**src/rtl/uart_tx_if.sv**
```systemverilog
// Byte-request / serial-line bundle between a byte source and the UART transmitter.
// The master requests frames; the slave (transmitter) drives the line and status.
interface uart_tx_if;
  logic       trmt;
  logic [7:0] tx_data;
  logic       tx;
  logic       tx_busy;
  logic       tx_done;

  modport master (output trmt, tx_data, input tx, tx_busy, tx_done);
  modport slave  (input trmt, tx_data, output tx, tx_busy, tx_done);
endinterface

```
**src/rtl/uart_tx.sv**
```systemverilog
// UART transmitter: one 10-bit frame (start 0, 8 data LSB-first, stop 1) per accepted
// request, each bit held BAUD_DIV clocks. Line, busy and done are all registered.
module uart_tx #(
  parameter int unsigned BAUD_DIV = 2605   // legal 2..4095; matches uart_rx bit period
) (
  input  logic clk,
  input  logic rst_n,
  uart_tx_if.slave bus
);

  typedef enum logic {IDLE, TX} state_t;

  localparam logic [11:0] BAUD_LAST = 12'(BAUD_DIV - 1);

  state_t      state;
  logic [9:0]  shft;
  logic [11:0] baud_cnt;
  logic [3:0]  bit_cnt;
  logic        busy_q;
  logic        done_q;

  // The line is the low bit of the shift register, so it can never glitch.
  assign bus.tx      = shft[0];
  assign bus.tx_busy = busy_q;
  assign bus.tx_done = done_q;

  // NOTE: non-blocking assignments throughout so every register sees pre-edge values;
  // the async reset branch forces the line idle-high at once, even mid-frame.
  always_ff @(posedge clk or negedge rst_n) begin
    if (!rst_n) begin
      state    <= IDLE;
      shft     <= '1;
      baud_cnt <= '0;
      bit_cnt  <= '0;
      busy_q   <= 1'b0;
      done_q   <= 1'b0;
    end else begin
      case (state)
        IDLE: begin
          if (bus.trmt) begin
            shft     <= {1'b1, bus.tx_data, 1'b0};
            baud_cnt <= '0;
            bit_cnt  <= '0;
            busy_q   <= 1'b1;
            done_q   <= 1'b0;
            state    <= TX;
          end
        end
        TX: begin
          if (baud_cnt == BAUD_LAST) begin
            baud_cnt <= '0;
            shft     <= {1'b1, shft[9:1]};
            if (bit_cnt == 4'd9) begin
              // End of stop bit; shifting in ones leaves shft all ones for IDLE.
              bit_cnt <= '0;
              busy_q  <= 1'b0;
              done_q  <= 1'b1;
              state   <= IDLE;
            end else begin
              bit_cnt <= bit_cnt + 4'd1;
            end
          end else begin
            baud_cnt <= baud_cnt + 12'd1;
          end
        end
        default: state <= IDLE;
      endcase
    end
  end

endmodule

```
**src/flat_wrapper.sv**
```systemverilog
// flat-port wrapper written by rule: the top's interface ports become plain ports
module uart_tx_flat 
#(
  parameter int unsigned BAUD_DIV = 2605                                               
)
  (clk, rst_n, bus_trmt, bus_tx_data, bus_tx, bus_tx_busy, bus_tx_done);
  uart_tx_if bus_i ();
  input  logic clk;
  input  logic rst_n;
  input wire logic [$bits(bus_i.trmt)-1:0] bus_trmt;
  input wire logic [$bits(bus_i.tx_data)-1:0] bus_tx_data;
  output wire logic [$bits(bus_i.tx)-1:0] bus_tx;
  output wire logic [$bits(bus_i.tx_busy)-1:0] bus_tx_busy;
  output wire logic [$bits(bus_i.tx_done)-1:0] bus_tx_done;
  assign bus_i.trmt = bus_trmt;
  assign bus_i.tx_data = bus_tx_data;
  assign bus_tx = bus_i.tx;
  assign bus_tx_busy = bus_i.tx_busy;
  assign bus_tx_done = bus_i.tx_done;
  uart_tx #(.BAUD_DIV(BAUD_DIV)) u_core (.clk(clk), .rst_n(rst_n), .bus(bus_i));
endmodule
```
**config.mk**
```make
export PLATFORM = sky130hd
export DESIGN_NAME = uart_tx_flat
export DESIGN_NICKNAME = d
export VERILOG_FILES = /design/src/rtl/uart_tx_if.sv /design/src/rtl/uart_tx.sv /design/src/flat_wrapper.sv
export SDC_FILE = /design/constraint.sdc
export NUM_CORES = 1
export LEC_CHECK = 0
export ABC_AREA = 1
export CAP_MARGIN = 10
export CORE_ASPECT_RATIO = 1.75
export CORE_UTILIZATION = 30
export DETAILED_ROUTE_END_ITERATION = 10
export GPL_ROUTABILITY_DRIVEN = 0
export GPL_TIMING_DRIVEN = 1
export PLACE_DENSITY_LB_ADDON = 0.2
export SLEW_MARGIN = 5
export SYNTH_ARGS = -nofsm -noshare
export SYNTH_HDL_FRONTEND = slang
export SYNTH_SLANG_ARGS = --single-unit
```
**constraint.sdc**
```tcl
create_clock -name clk -period 1.52 [get_ports clk]
set_input_delay 0.152 -clock clk [delete_from_list [all_inputs] [get_ports clk]]
set_output_delay 0.152 -clock clk [all_outputs]
set_load 0.05 [all_outputs]
```
==> results by group, run 1 <==
Clock tree
  • Clock tree root buffer cell: clkbuf_8
  • Clock transition at path regs: 0.10 ns
  • TritonCTS clock tree: done
  • Number of buffers between clock root and the deepest sink: 2
  • CTS Sinks: 28
  • Number of levels in the clock H-tree: 1
  • Number of buffers inserted for hold repair after clock tree synthesis: 0
  • Clock latency of the later-clocked register in the worst-skew pair: 0.27 ns
  • TritonCTS buffer count: 3

Die
  • Die Wd: 57.3 microns
  • Height of the chip: 98.8 microns
  • Core Box Area: 5060 sq um
  • Floorplan die area: 5660 sq um
  • Number of primary I/O pins: 14
  • Starting utilization of the core area: 0.317
  • FP Rows: 34

Power and ir drop
  • Switching Share: 0.206
  • Total net switching power: 0.000260 W
  • Power density over the cells: 634 nW/um^2
  • Internal: 0.00100 W
  • Register share of total power: 0.591
  • Combinational share of power: 0.035
  • Clock network fraction of total power: 0.374
  • P_leak: 0.889 nW
  • Largest voltage drop on the vdd net: 0.351 mV

Worst setup path
  • Kind of start point of the critical path: register
  • Critical Path Fanout Max: 8
  • Arrival time at the worst endpoint: 1.60 ns
  • Crit path capture type: register
  • Kind of critical path: register to register
  • Required time of the critical path: 1.69 ns

Synth
  • Net count of the mapped netlist: 199
  • Main combinational cell family by area after synthesis: simple AND/OR/NAND/NOR gates
  • Portion of synthesized cell area occupied by the leading cell type: 0.296
  • Adder and majority gate portion of the synthesized area: 0.0312
  • Number of warnings reported in the yosys synthesis log: 0
  • Seq cells post-synth: 28
  • Post-synthesis xor/xnor area fraction: 0.0164
  • Post-synthesis compound-gate area fraction: 0.131
  • Sequential element share of the synthesized area: 0.443
  • Largest cells by area after synthesis: dfrtp_1, dfstp_2, nand2_1, o21ai_2, inv_1
  • Synth Cell Area: 1610 sq um
  • Simple-Gate Fraction of Synth Area: 0.266
  • Cell taking the most area after synthesis: dfrtp_1
  • Gate Count Post-Synth: 184
  • Number of distinct standard cells referenced by the synthesized netlist: 24
  • Fraction of synthesized area in multiplexers: 0.0374
  • Mean post-synth cell area: 8.73 sq um

Drt
  • Routed via count: 1292
  • Sum of routed wire length over all layers: 3450 microns
  • DRC violations left: 2
  • Antenna viol nets, final: 0
  • Number of DRC markers after the initial detailed-route iteration: 40
  • Wirelength per Cell: 12.9 microns
  • Drt via density: 4.82
  • Router iterations before antenna repair: 7

Placed design
  • Dpl hpwl: 2440 microns
  • Port bufs: 13
  • Post-place instance area: 1870 sq um
  • Placed cell count: 261

Finish
  • Ant. Diodes: 0
  • Final standard cell utilization of the core: 0.393
  • Final-layout fill cell count: 530
  • Sequential cell area in the final layout: 713 sq um
  • Non-filler instance count after layout: 268
  • Number of nets in the final layout: 230
  • Area of combinational cells with multiple inputs: 827 sq um
  • Area Overhead vs Synth: 23.8%
  • Share of cells above drive strength 1: 0.299
  • Area of all placed cells without fillers: 1990 sq um

STA
  • Final min period: 1.43 ns
  • RSZ-0062 raised after global routing: yes
  • Share of the clock period used by the worst path: 0.939
  • Worst setup skew after layout: 0.00262 ns
  • Final hold slack: 0.261 ns
  • Fin. Hold Viols: 0
  • Relative slew slack: 0.746
  • Transition time of the tightest slew-check pin: 0.382 ns
  • FMAX: 701 MHz
  • Final Setup Violations: 0
  • Final max-slew violation count: 0
  • Sum Neg Setup Slack: 0 ns

Global route
  • Via count of the first global-routing pass: 1330
  • Total global-route track usage: 0.134
  • Maximum number of pins on one net before global-route repair: 29
  • Number of antenna violations at the first check in global routing: 0
  • Final global-route overflow total: 0
  • Global-route wire length before repair: 6030 microns

Outcome
  • Failing checks: DRC
  • Result of the run: complete, but fails checks

Min path
  • Tightest Hold Check Type: input pin to async pin

Run
  • Number of maximum-capacitance constraint violations: 0
cells in the final DEF (no fill, tap or decap):
cell type	n
ha_1	4
buf_4	19
nand3_2	1
nor2_2	3
o21bai_1	2
buf_12	1
a21oi_4	1
dfrtp_2	1
nand2_8	3
nand3_1	11
o21ai_0	10
mux2i_1	6
nand4_1	8
clkbuf_8	4
nand2_1	50
clkdlybuf4s50_1	10
o22ai_1	3
xnor2_1	2
nor2_1	7
dfstp_2	9
or2_2	3
o21ai_1	1
xor2_1	1
o21ai_2	12
nor2_4	2
dfrtp_1	18
inv_1	17
nand2_2	5
critical path, cell delays in order, from the launching register on:
cell	delay, ns
dfrtp_2	0.55
nor2_4	0.07
inv_1	0.28
buf_4	0.20
nand3_1	0.10
nand2_1	0.07
nand2_1	0.05
synth_stat cells:
master / instances
mux2i_1: 6
buf_6: 5
xnor2_1: 2
dfrtp_1: 19
o21bai_1: 2
inv_1: 17
a21oi_4: 1
o21ai_0: 10
nand3_2: 1
nand4_1: 8
ha_1: 4
nand2_2: 1
o21ai_1: 1
dfstp_2: 9
nand2_4: 2
nand3_1: 11
nand2_1: 54
o22ai_1: 3
o21ai_2: 12
xor2_1: 1
nor2_4: 2
nor2_2: 1
or2_2: 3
nor2_1: 9
flip-flops by register name, indices dropped and copies added, names as in the netlist:
| name | count |
|---|---|
| u_core.shft | 9 |
| u_core.bit_cnt | 4 |
| u_core.bus.tx_busy | 1 |
| u_core.bus.tx_done | 1 |
| u_core.state | 1 |
| u_core.baud_cnt | 12 |
power by group through the flow:
stage	combinational [W]	clock (W)	sequential (W)
final	0.0000439	0.000473	0.000746
after global routing	0.0000492	0.000517	0.000746
after CTS	0.0000459	0.000497	0.000746
after detailed placement	0.0000456	0	0.000759
after global placement	0.0000459	0	0.000759
after floorplan	0.000000503	0	0.000759
final cells by class:
type / count / area share
clock buffer: 4 / 0.0277
inverter: 17 / 0.0321
multi-input combinational: 135 / 0.416
sequential: 28 / 0.358
tap: 54 / 0.0340
timing repair buffer: 30 / 0.132
cell families after synthesis:
| kind of cell | after synthesis |
|---|---|
| and+or+nand+nor | 92 |
| AOI/OAI and AO/OA | 29 |
| DFF | 28 |
| buffers and inverters | 22 |
| muxes | 6 |
| adders and majority gates | 4 |
| xor gates and xnor gates | 3 |
metal layers:
metal | global-route usage | vias up | wire length, microns
met4 | 0.0525 | 0 | 61
met2 | 0.241 | 15 | 1800
met3 | 0.0171 | 7 | 59
met5 | 0 | - | 0
met1 | 0.159 | 606 | 1530
li1 | - | 664 | -
final timing paths:
path | depth (start not counted) | from | slack (ns) | to
min reg2reg | 2 | u_core.shft[6] | 0.48 | u_core.shft[6]
max reg2reg | 6 | u_core.state | 0.09 | u_core.bus.tx_busy
max | 6 | u_core.state | 0.09 | u_core.bus.tx_busy
min | 2 | rst_n | 0.26 | u_core.baud_cnt[9]
min in group clk | 2 | u_core.shft[6] | 0.48 | u_core.shft[6]
max in group asynchronous | 2 | rst_n | 0.94 | u_core.shft[5]
timing repair:
action | in CTS | in global routing
resized for setup | 1 | 9
endpoints found under the setup margin | 12 | 16
pin swaps | 0 | 3
cloned | 0 | 1
setup buffers | 0 | 2
stage by stage:
| stage | setup WS, ns | power [W] |
|---|---|---|
| 6_report | 0.0925 | 0.00126 |
| 5_1_grt | -0.0255 | 0.00131 |
| 4_1_cts | 0.00815 | 0.00129 |
| 3_5_place_dp | -0.0604 | 0.000805 |
| 3_3_place_gp | -0.00851 | 0.000805 |
| 2_1_floorplan | 0.107 | 0.000760 |
Note: power is estimated with default switching activity, not from simulation.
==> inputs of run 2 (changes only) <==
Settings changed: CTS_CLUSTER_SIZE from default to 28, GPL_ROUTABILITY_DRIVEN 0 to 1.
==> results of run 2 <==
Final layout, timing and power as in run 1 (identical DEF).
==> inputs of run 3 (changes only) <==
Settings changed: CORE_ASPECT_RATIO 1.75 to 1.5.
==> run 3 against run 2 <==
Effect of this change: the flow now finishes without violations; highest routed layer unchanged; critical path depth up 3; sequential power about the same; worst hold slack worse by 0.015 ns; via count up 1.9%; largest power group unchanged; sequential share of layout area down 0.73 points; design area up 1.9%.
==> results by group, run 3 (synthesis results as in run 1) <==
Outcome
  • Result of the run: finished, final reports clean

Clock tree
  • Clock latency of the later-clocked register in the worst-skew pair: 0.28 ns
  • Number of buffers between clock root and the deepest sink: 2
  • TritonCTS clock tree: done
  • Clock tree root buffer cell: clkbuf_8
  • Number of buffers inserted for hold repair after clock tree synthesis: 0
  • Number of levels in the clock H-tree: 1
  • CTS Sinks: 28
  • Clock transition at path regs: 0.10 ns
  • TritonCTS buffer count: 3

Finish
  • Share of cells above drive strength 1: 0.307
  • Commonest non-fill, non-tap cells in the layout: nand2_1, buf_4, dfrtp_1, inv_1, o21ai_2
  • Ant. Diodes: 0
  • Final standard cell utilization of the core: 0.392
  • Most common cell after layout, fill and taps aside: nand2_1
  • Registers with the most flip-flops: u_core.baud_cnt (12), u_core.shft (9), u_core.bit_cnt (4)
  • Register ranked first by flip-flop count: u_core.baud_cnt
  • Max reg flops: 12
  • Area Overhead vs Synth: 26.2%
  • Sequential cell area in the final layout: 712 sq um
  • Final-layout fill cell count: 520
  • Number of nets in the final layout: 231
  • Area of combinational cells with multiple inputs: 821 sq um

Power and ir drop
  • Switching Share: 0.190
  • Total net switching power: 0.000263 W
  • Power density over the cells: 684 nW/um^2
  • Largest voltage drop on the vdd net: 0.412 mV
  • Internal: 0.00112 W
  • P_leak: 0.901 nW
  • Combinational share of power: 0.031
  • Register share of total power: 0.538
  • Clock network fraction of total power: 0.431

STA
  • Final Setup Violations: 0
  • RSZ-0062 raised after global routing: yes
  • Fin. Hold Viols: 0
  • FMAX: 682 MHz
  • Share of the clock period used by the worst path: 0.964
  • Final min period: 1.47 ns
  • Relative slew slack: 0.750
  • Worst setup skew after layout: 0.00952 ns
  • Final worst-path setup slack: 0.0542 ns
  • Transition time of the tightest slew-check pin: 0.374 ns
  • Final max-slew violation count: 0

Worst setup path
  • Arrival time at the worst endpoint: 1.65 ns
  • Kind of start point of the critical path: register
  • Critical Path Fanout Max: 13
  • Crit path capture type: register
  • Kind of critical path: register to register
  • Required time of the critical path: 1.70 ns

Min path
  • Tightest Hold Check Type: input pin to async pin

Placed design
  • Port bufs: 13
  • Final weighted congestion of routability-driven global placement: 0.808
  • Dpl hpwl: 2490 microns
  • Post-Place Setup Slack: -0.0151 ns

Die
  • Die Wd: 61.8 microns
  • Starting utilization of the core area: 0.311
  • Number of primary I/O pins: 14
  • FP Rows: 32
  • Floorplan die area: 5660 sq um
  • Core Box Area: 5160 sq um
  • Height of the chip: 91.6 microns

Drt
  • Router iterations before antenna repair: 4
  • Number of DRC markers after the initial detailed-route iteration: 35
  • Drt via density: 4.65
  • DRC violations left: 0
  • Antenna viol nets, final: 0
  • Sum of routed wire length over all layers: 3390 microns
  • Routed via count: 1317
  • Wirelength per Cell: 12.0 microns

Global route
  • Total global-route track usage: 0.133
  • Global-route wire length before repair: 5710 microns
  • Maximum number of pins on one net before global-route repair: 29
  • Via count of the first global-routing pass: 1260
  • Final global-route overflow total: 0
  • Number of antenna violations at the first check in global routing: 0

Run
  • Number of maximum-capacitance constraint violations: 0
## run 3: metrics by stage
step | cell area (sq um) | total power (W) | instances | hold WS [ns] | TNS [ns]
2_1_floorplan | 1610 | 0.000760 | 184 | -0.144 | 0
3_3_place_gp | 1880 | 0.000805 | 275 | 0.466 | 0
3_5_place_dp | 1880 | 0.000804 | 275 | 0.468 | -0.0444
4_1_cts | 1960 | 0.00140 | 279 | 0.269 | 0
5_1_grt | 2030 | 0.00142 | 283 | 0.290 | -0.122
6_report | 2030 | 0.00139 | 283 | 0.246 | 0
## run 3: repair_timing
| item | in CTS | in global routing |
|---|---|---|
| buffers inserted | 0 | 3 |
| endpoints found under the hold margin | 0 | 0 |
| setup endpoints to repair | 4 | 16 |
| resized for setup | 1 | 10 |
| pin swaps | 0 | 4 |
| gates cloned | 0 | 1 |
## run 3: final timing paths
kind                            slack [ns]                 end                from  cells after the start
worst max-delay path                  0.05   u_core.bit_cnt[0]  u_core.baud_cnt[1]                      9
worst min-delay path                  0.25  u_core.baud_cnt[6]               rst_n                      2
worst max register to register        0.05   u_core.bit_cnt[0]  u_core.baud_cnt[1]                      9
worst min register to register        0.48      u_core.shft[2]      u_core.shft[2]                      2
max in group asynchronous             0.95      u_core.shft[3]               rst_n                      2
min in group clk                      0.48      u_core.shft[2]      u_core.shft[2]                      2
## run 3: layout make-up
class                      count  share of cell area
multi-input combinational    135               0.405
clock buffer                   3              0.0204
timing repair buffer          31               0.135
inverter                      17              0.0315
tap                           68              0.0420
clock inverter                 1              0.0148
sequential                    28               0.351
## run 3: power groups by stage
stage	Combinational [W]	Sequential, W	Clock, W
6_report	0.0000431	0.000746	0.000597
5_1_grt	0.0000488	0.000746	0.000630
4_1_cts	0.0000455	0.000746	0.000613
3_5_place_dp	0.0000452	0.000759	0
3_3_place_gp	0.0000455	0.000759	0
2_1_floorplan	0.000000503	0.000759	0
## run 3: critical path, cell delays in order (launching register included)
cell,delay [ns]
dfrtp_1,0.43
inv_2,0.07
ha_1,0.13
nand2_1,0.05
nor2_1,0.13
nand3_2,0.11
nand2_4,0.18
nand2_8,0.11
nand2_1,0.11
o21ai_2,0.05
## run 3: metal layers
| metal | routed length [microns] | part of all wire | global-route usage |
|---|---|---|---|
| met4 | 42 | 0.012 | 0.0500 |
| met3 | 51 | 0.015 | 0.0183 |
| met2 | 1860 | 0.55 | 0.231 |
| met5 | 0 | 0 | 0 |
| met1 | 1440 | 0.42 | 0.158 |
==> RTL change 1, RTL diff (config.mk and constraints of run 3) <==
Compare `bit_cnt` against `4'd9` with >= in place of ==.
--- a/src/rtl/uart_tx.sv
+++ b/src/rtl/uart_tx.sv
@@ -50,7 +50,7 @@
           if (baud_cnt == BAUD_LAST) begin
             baud_cnt <= '0;
             shft     <= {1'b1, shft[9:1]};
-            if (bit_cnt == 4'd9) begin
+            if (bit_cnt >= 4'd9) begin
               // End of stop bit; shifting in ones leaves shft all ones for IDLE.
               bit_cnt <= '0;
               busy_q  <= 1'b0;
Check against the original RTL: no difference found for any inputs over 10 cycles, from zero or initial values and one cycle with rst_n low; that may be too few to reach the edited logic, so the function may still have changed.
==> RTL change 1 against run 3 <==
Routed wire length is 7.2% higher; clock skew fell by 0.0053 ns; via count grew 3.3%; worst setup slack improved by 0.051 ns; sequential cell count unchanged; hold slack improved by 0.0087 ns; final area rose by 1.2%; sequential share of layout area is 0.43 points lower; total power is 8.7% lower; synthesized area increased by 0.93%.
==> RTL change 1: results (changes against run 3) <==
grt_use_total_pct: 14.27  # +0.98 points
syn_nets: 204  # +2.5%
max_stage_delay_ns: 0.41  # -0.02 ns
synthAdderAreaFrac_pct: 3.858  # +0.74 points
postCtsSetupBuffers: 0  # unchanged
nets: 237  # +2.6%
wl_met2_mm: 2.003  # +7.5%
synth_xor_area_share_pct: 2.160  # +0.52 points
drive_above_1_share_pct: 31.82  # +1.1 points
ys_seq_area_share_pct: 43.90  # -0.41 points
grt_max_degree: 29  # unchanged
timing.hold.ws_ns: 0.2547  # +0.008728 ns
antenna_found_initial: 0  # unchanged
post_cts_resized: 0  # -1
fin_skew_ns: 0.004261  # -0.005264 ns
detail_route.first_pass.iterations: 4  # unchanged
grt_pass1_wl_mm: 6.065  # +6.2%
clk_pin_slew_ns: 0.10  # about the same
vias: 1361  # +3.3%
crit_slowest_cell: "dfrtp_1"
synth_mux_area_share_pct: 3.704  # -0.035 points
placed_cell_area_sq_um: 1929  # +2.5%
dr_wl_met3_um: 86  # +69%
max_freq_ghz: 0.7070  # +3.6%
clock-root-buffer: "clkbuf_8"
netlist_top_cells_count: "nand2_1 (47), dfrtp_1 (19), nand3_1 (17)"
num_antenna_cells: 0  # unchanged
grt_use_met1_pct: 17.46  # +1.7 points
synth_area_leaders: "dfrtp_1 (29%), dfstp_2 (15%), nand2_1 (11%), o21ai_2 (6.5%), nand3_1 (5.2%)"
ff2ff_setup_slack_ns: 0.11  # +0.05 ns
routed.top_layer: "met4"
use_met3_pct: 2.116  # +0.28 points
worstPathArrival_ns: 1.59  # -0.06 ns
rr_worst_depth: 10  # +1
peakVddDrop_mv: 0.3737  # -9.3%
synth_warnings: 0  # unchanged
htreeDepth: 1  # unchanged
outcome: "complete, no violations"
synth_area_per_cell_sq_um: 8.625  # -1.2%
wl_met1_mm: 1.478  # +3.0%
critPathCapture: "u_core.bus.tx_busy"
hpwl_mm: 2.610  # +4.7%
use_met2_pct: 23.94  # +0.82 points
synth-compound-area-share_pct: 12.35  # -0.74 points
switching_power_mw: 0.2622  # -0.23%
cts_made_buffers: 3  # unchanged
drt-initial-drc-count: 51  # +46%
gp_congestion: 0.7850  # -2.9%
relSlewSlack_pct: 75.33  # +0.33 points
critPathLaunch: "u_core.baud_cnt[1]"
dpl_worst_slack_ns: 0.02255  # +0.03769 ns
worst-path-max-fanout: 8  # -5
fin_cells: 288  # +1.8%
leakage_nw: 0.9198  # +2.1%
wire_per_inst_um: 12.63  # +5.3%
fillers: 538  # +3.5%
yosysUniqueCellTypes: 26  # +8.3%
placedCellCount: 281  # +2.2%
grt_pass1_vias: 1334  # +5.9%
## RTL change 1: cell types whose count changed after synthesis, moves of 3 or more
| cell | run 3 | this run |
|---|---|---|
| or2_2 | 3 | 0 |
| o21ai_0 | 10 | 6 |
| nand3_1 | 11 | 17 |
| nand2_1 | 54 | 47 |
| nand2_2 | 1 | 9 |
## RTL change 1: power groups by stage
| stage | Clock [mW] | Sequential [mW] | Combinational (mW) |
|---|---|---|---|
| after detailed placement | 0 | 0.759 | 0.0448 |
| after global placement | 0 | 0.759 | 0.0453 |
| after floorplan | 0 | 0.759 | 0.000486 |
| final | 0.476 | 0.746 | 0.0429 |
| after global routing | 0.519 | 0.746 | 0.0485 |
| after CTS | 0.485 | 0.746 | 0.0449 |
## RTL change 1: cell type report
cell class	instances	area, sq um	area share, %
multi-input cells	139	847.1	41.28
flip-flops and latches	28	711.9	34.70
repair buffers	33	292.8	14.27
well taps	68	85.08	4.146
inverters	16	60.06	2.927
clock buffers	4	55.05	2.683
==> RTL change 2, RTL diff (config.mk and constraints of run 3) <==
Without the edit above. `BAUD_DIV` is set to 2605 in 2 places; all go to 1953.
--- a/src/rtl/uart_tx.sv
+++ b/src/rtl/uart_tx.sv
@@ -1,7 +1,7 @@
 // UART transmitter: one 10-bit frame (start 0, 8 data LSB-first, stop 1) per accepted
 // request, each bit held BAUD_DIV clocks. Line, busy and done are all registered.
 module uart_tx #(
-  parameter int unsigned BAUD_DIV = 2605   // legal 2..4095; matches uart_rx bit period
+  parameter int unsigned BAUD_DIV = 1953   // legal 2..4095; matches uart_rx bit period
 ) (
   input  logic clk,
   input  logic rst_n,
--- a/src/flat_wrapper.sv
+++ b/src/flat_wrapper.sv
@@ -1,7 +1,7 @@
 // flat-port wrapper written by rule: the top's interface ports become plain ports
 module uart_tx_flat 
 #(
-  parameter int unsigned BAUD_DIV = 2605                                               
+  parameter int unsigned BAUD_DIV = 1953                                               
 )
   (clk, rst_n, bus_trmt, bus_tx_data, bus_tx, bus_tx_busy, bus_tx_done);
   uart_tx_if bus_i ();
Function: same outputs for any inputs over 10 cycles, from zero or initial values and one cycle with rst_n low; that may be too few to reach the edited logic, so the function may still have changed.
==> RTL change 2 against run 3 <==
Synthesized area decreased by 1.2%; routed wire length increased by 2.1%; core utilization increased by 0.33 points; final area about the same; worst setup slack improved by 0.043 ns; combinational power about the same; total power decreased by 12%; clock power decreased by 28%; sequential cell count unchanged; critical endpoint is now u_core.baud_cnt[8].
==> RTL change 2: results (changes against run 3) <==
outcome: "complete, no violations"
p_int_mw: 0.9585  # -15%
max_stage_delay_ns: 0.39  # -0.04 ns
worst-path-max-fanout: 5  # -8
grt_pass1_wl_mm: 5.664  # -0.86%
worstPathArrival_ns: 1.61  # -0.04 ns
clk_pin_slew_ns: 0.10  # about the same
biggestRegsByFlops: "u_core.baud_cnt: 12 flops, u_core.shft: 9 flops, u_core.bit_cnt: 4 flops"
dr_wl_met3_um: 60  # +18%
leakage_nw: 0.8849  # -1.7%
drive_above_1_share_pct: 33.64  # +2.9 points
detail_route.first_pass.iterations: 4  # unchanged
routed.top_layer: "met4"
cpLargestDelayFamily: "simple AND/OR/NAND/NOR gates"
drt-initial-drc-count: 32  # -8.6%
use_met2_pct: 23.82  # +0.70 points
r2r_end: "u_core.baud_cnt[8]"
ff2ff_setup_slack_ns: 0.1  # +0.04 ns
synth_area_leaders: "dfrtp_1 (30%), dfstp_2 (15%), nand2_1 (12%), o21ai_2 (6.6%), mux2i_1 (3.8%)"
syn_nets: 199  # unchanged
fin_cells: 285  # +0.71%
wl_met1_mm: 1.361  # -5.2%
ys_seq_area_share_pct: 44.84  # +0.52 points
grt_pass1_vias: 1280  # +1.6%
placedCellCount: 276  # +0.36%
hpwl_mm: 2.509  # +0.67%
wl_met2_mm: 1.935  # +3.8%
antenna_found_initial: 0  # unchanged
cts_made_buffers: 3  # unchanged
r2r-start: "u_core.baud_cnt[0]"
use_met3_pct: 1.852  # +0.018 points
vias: 1321  # +0.30%
synth_warnings: 0  # unchanged
worstSkewPairLatency_ns: 0.28  # about the same
clock-root-buffer: "clkbuf_8"
clockPowerShare_pct: 35.2  # -7.9 points
syn_inst: 184  # unchanged
wire_per_inst_um: 12.16  # +1.4%
hold_path_class: "in -> async"
nets: 233  # +0.87%
dpl_worst_slack_ns: -0.02181  # -0.006675 ns
gp_congestion: 0.8569  # +6.0%
seqPwrFrac_pct: 61.3  # +7.5 points
busiest_layer: "met2"
fin_skew_ns: 0.01023  # +0.0007043 ns
timing.hold.ws_ns: 0.2366  # -0.009347 ns
worst_ep_required_time_ns: 1.70  # about the same
rr_worst_depth: 9  # unchanged
relSlewSlack_pct: 75.33  # +0.33 points
grt_use_total_pct: 13.47  # +0.18 points
peakVddDrop_mv: 0.3075  # -25%
grt_use_met1_pct: 15.18  # -0.63 points
async_flop_share_pct: 100.0  # unchanged
yosysUniqueCellTypes: 26  # +8.3%
netlist_top_cells_count: "nand2_1 (51), dfrtp_1 (19), inv_1 (14), nor2_1 (14), o21ai_2 (12)"
io_buffer_count: 13  # unchanged
num_antenna_cells: 0  # unchanged
RTL change 2: stage by stage:
| stage | total power [mW] | utilization (%) | instance area, sq um |
|---|---|---|---|
| after global placement | 0.8048 | 36.84 | 1888 |
| after floorplan | 0.7600 | - | 1588 |
| after global routing | 1.269 | 39.58 | 2028 |
| final | 1.216 | 39.58 | 2028 |
| after CTS | 1.235 | 37.94 | 1944 |
| after detailed placement | 0.8043 | 36.84 | 1888 |
RTL change 2: what timing repair did:
action                                  4_1_cts  5_1_grt
endpoints found under the hold margin         0        0
cloned                                        0        1
endpoints found under the setup margin       10       21
buffers inserted                              0        4
pin swaps                                     0        6
resized for setup                             2       12
RTL change 2: cell families after synthesis:
family,Yosys count,share of synthesized area [%]
AOI/OAI and AO/OA,25,11.98
xor gates and xnor gates,4,2.207
adders and majority gates,4,3.152
buffers and inverters,20,5.831
DFF,28,44.84
muxes,6,3.783
and+or+nand+nor,97,28.21
RTL change 2: worst max path at each step:
| stage | from | endpoint | cells after the start |
|---|---|---|---|
| 2_1_floorplan | u_core.baud_cnt[0] | u_core.bit_cnt[2] | 10 |
| 3_3_place_gp | u_core.baud_cnt[0] | u_core.baud_cnt[8] | 9 |
| 3_5_place_dp | u_core.baud_cnt[1] | u_core.bit_cnt[3] | 9 |
| 4_1_cts | u_core.baud_cnt[1] | u_core.bus.tx_busy | 10 |
| 5_1_grt | u_core.baud_cnt[0] | u_core.baud_cnt[8] | 9 |
| 6_report | u_core.baud_cnt[0] | u_core.baud_cnt[8] | 9 |
RTL change 2: layout make-up:
cell class	count	area [sq um]
fill	547	3097
clock buffer	4	45.04
tap	68	85.08
inverter	16	60.06
multi-input combinational	137	840.8
timing repair buffer	32	285.3
sequential	28	711.9
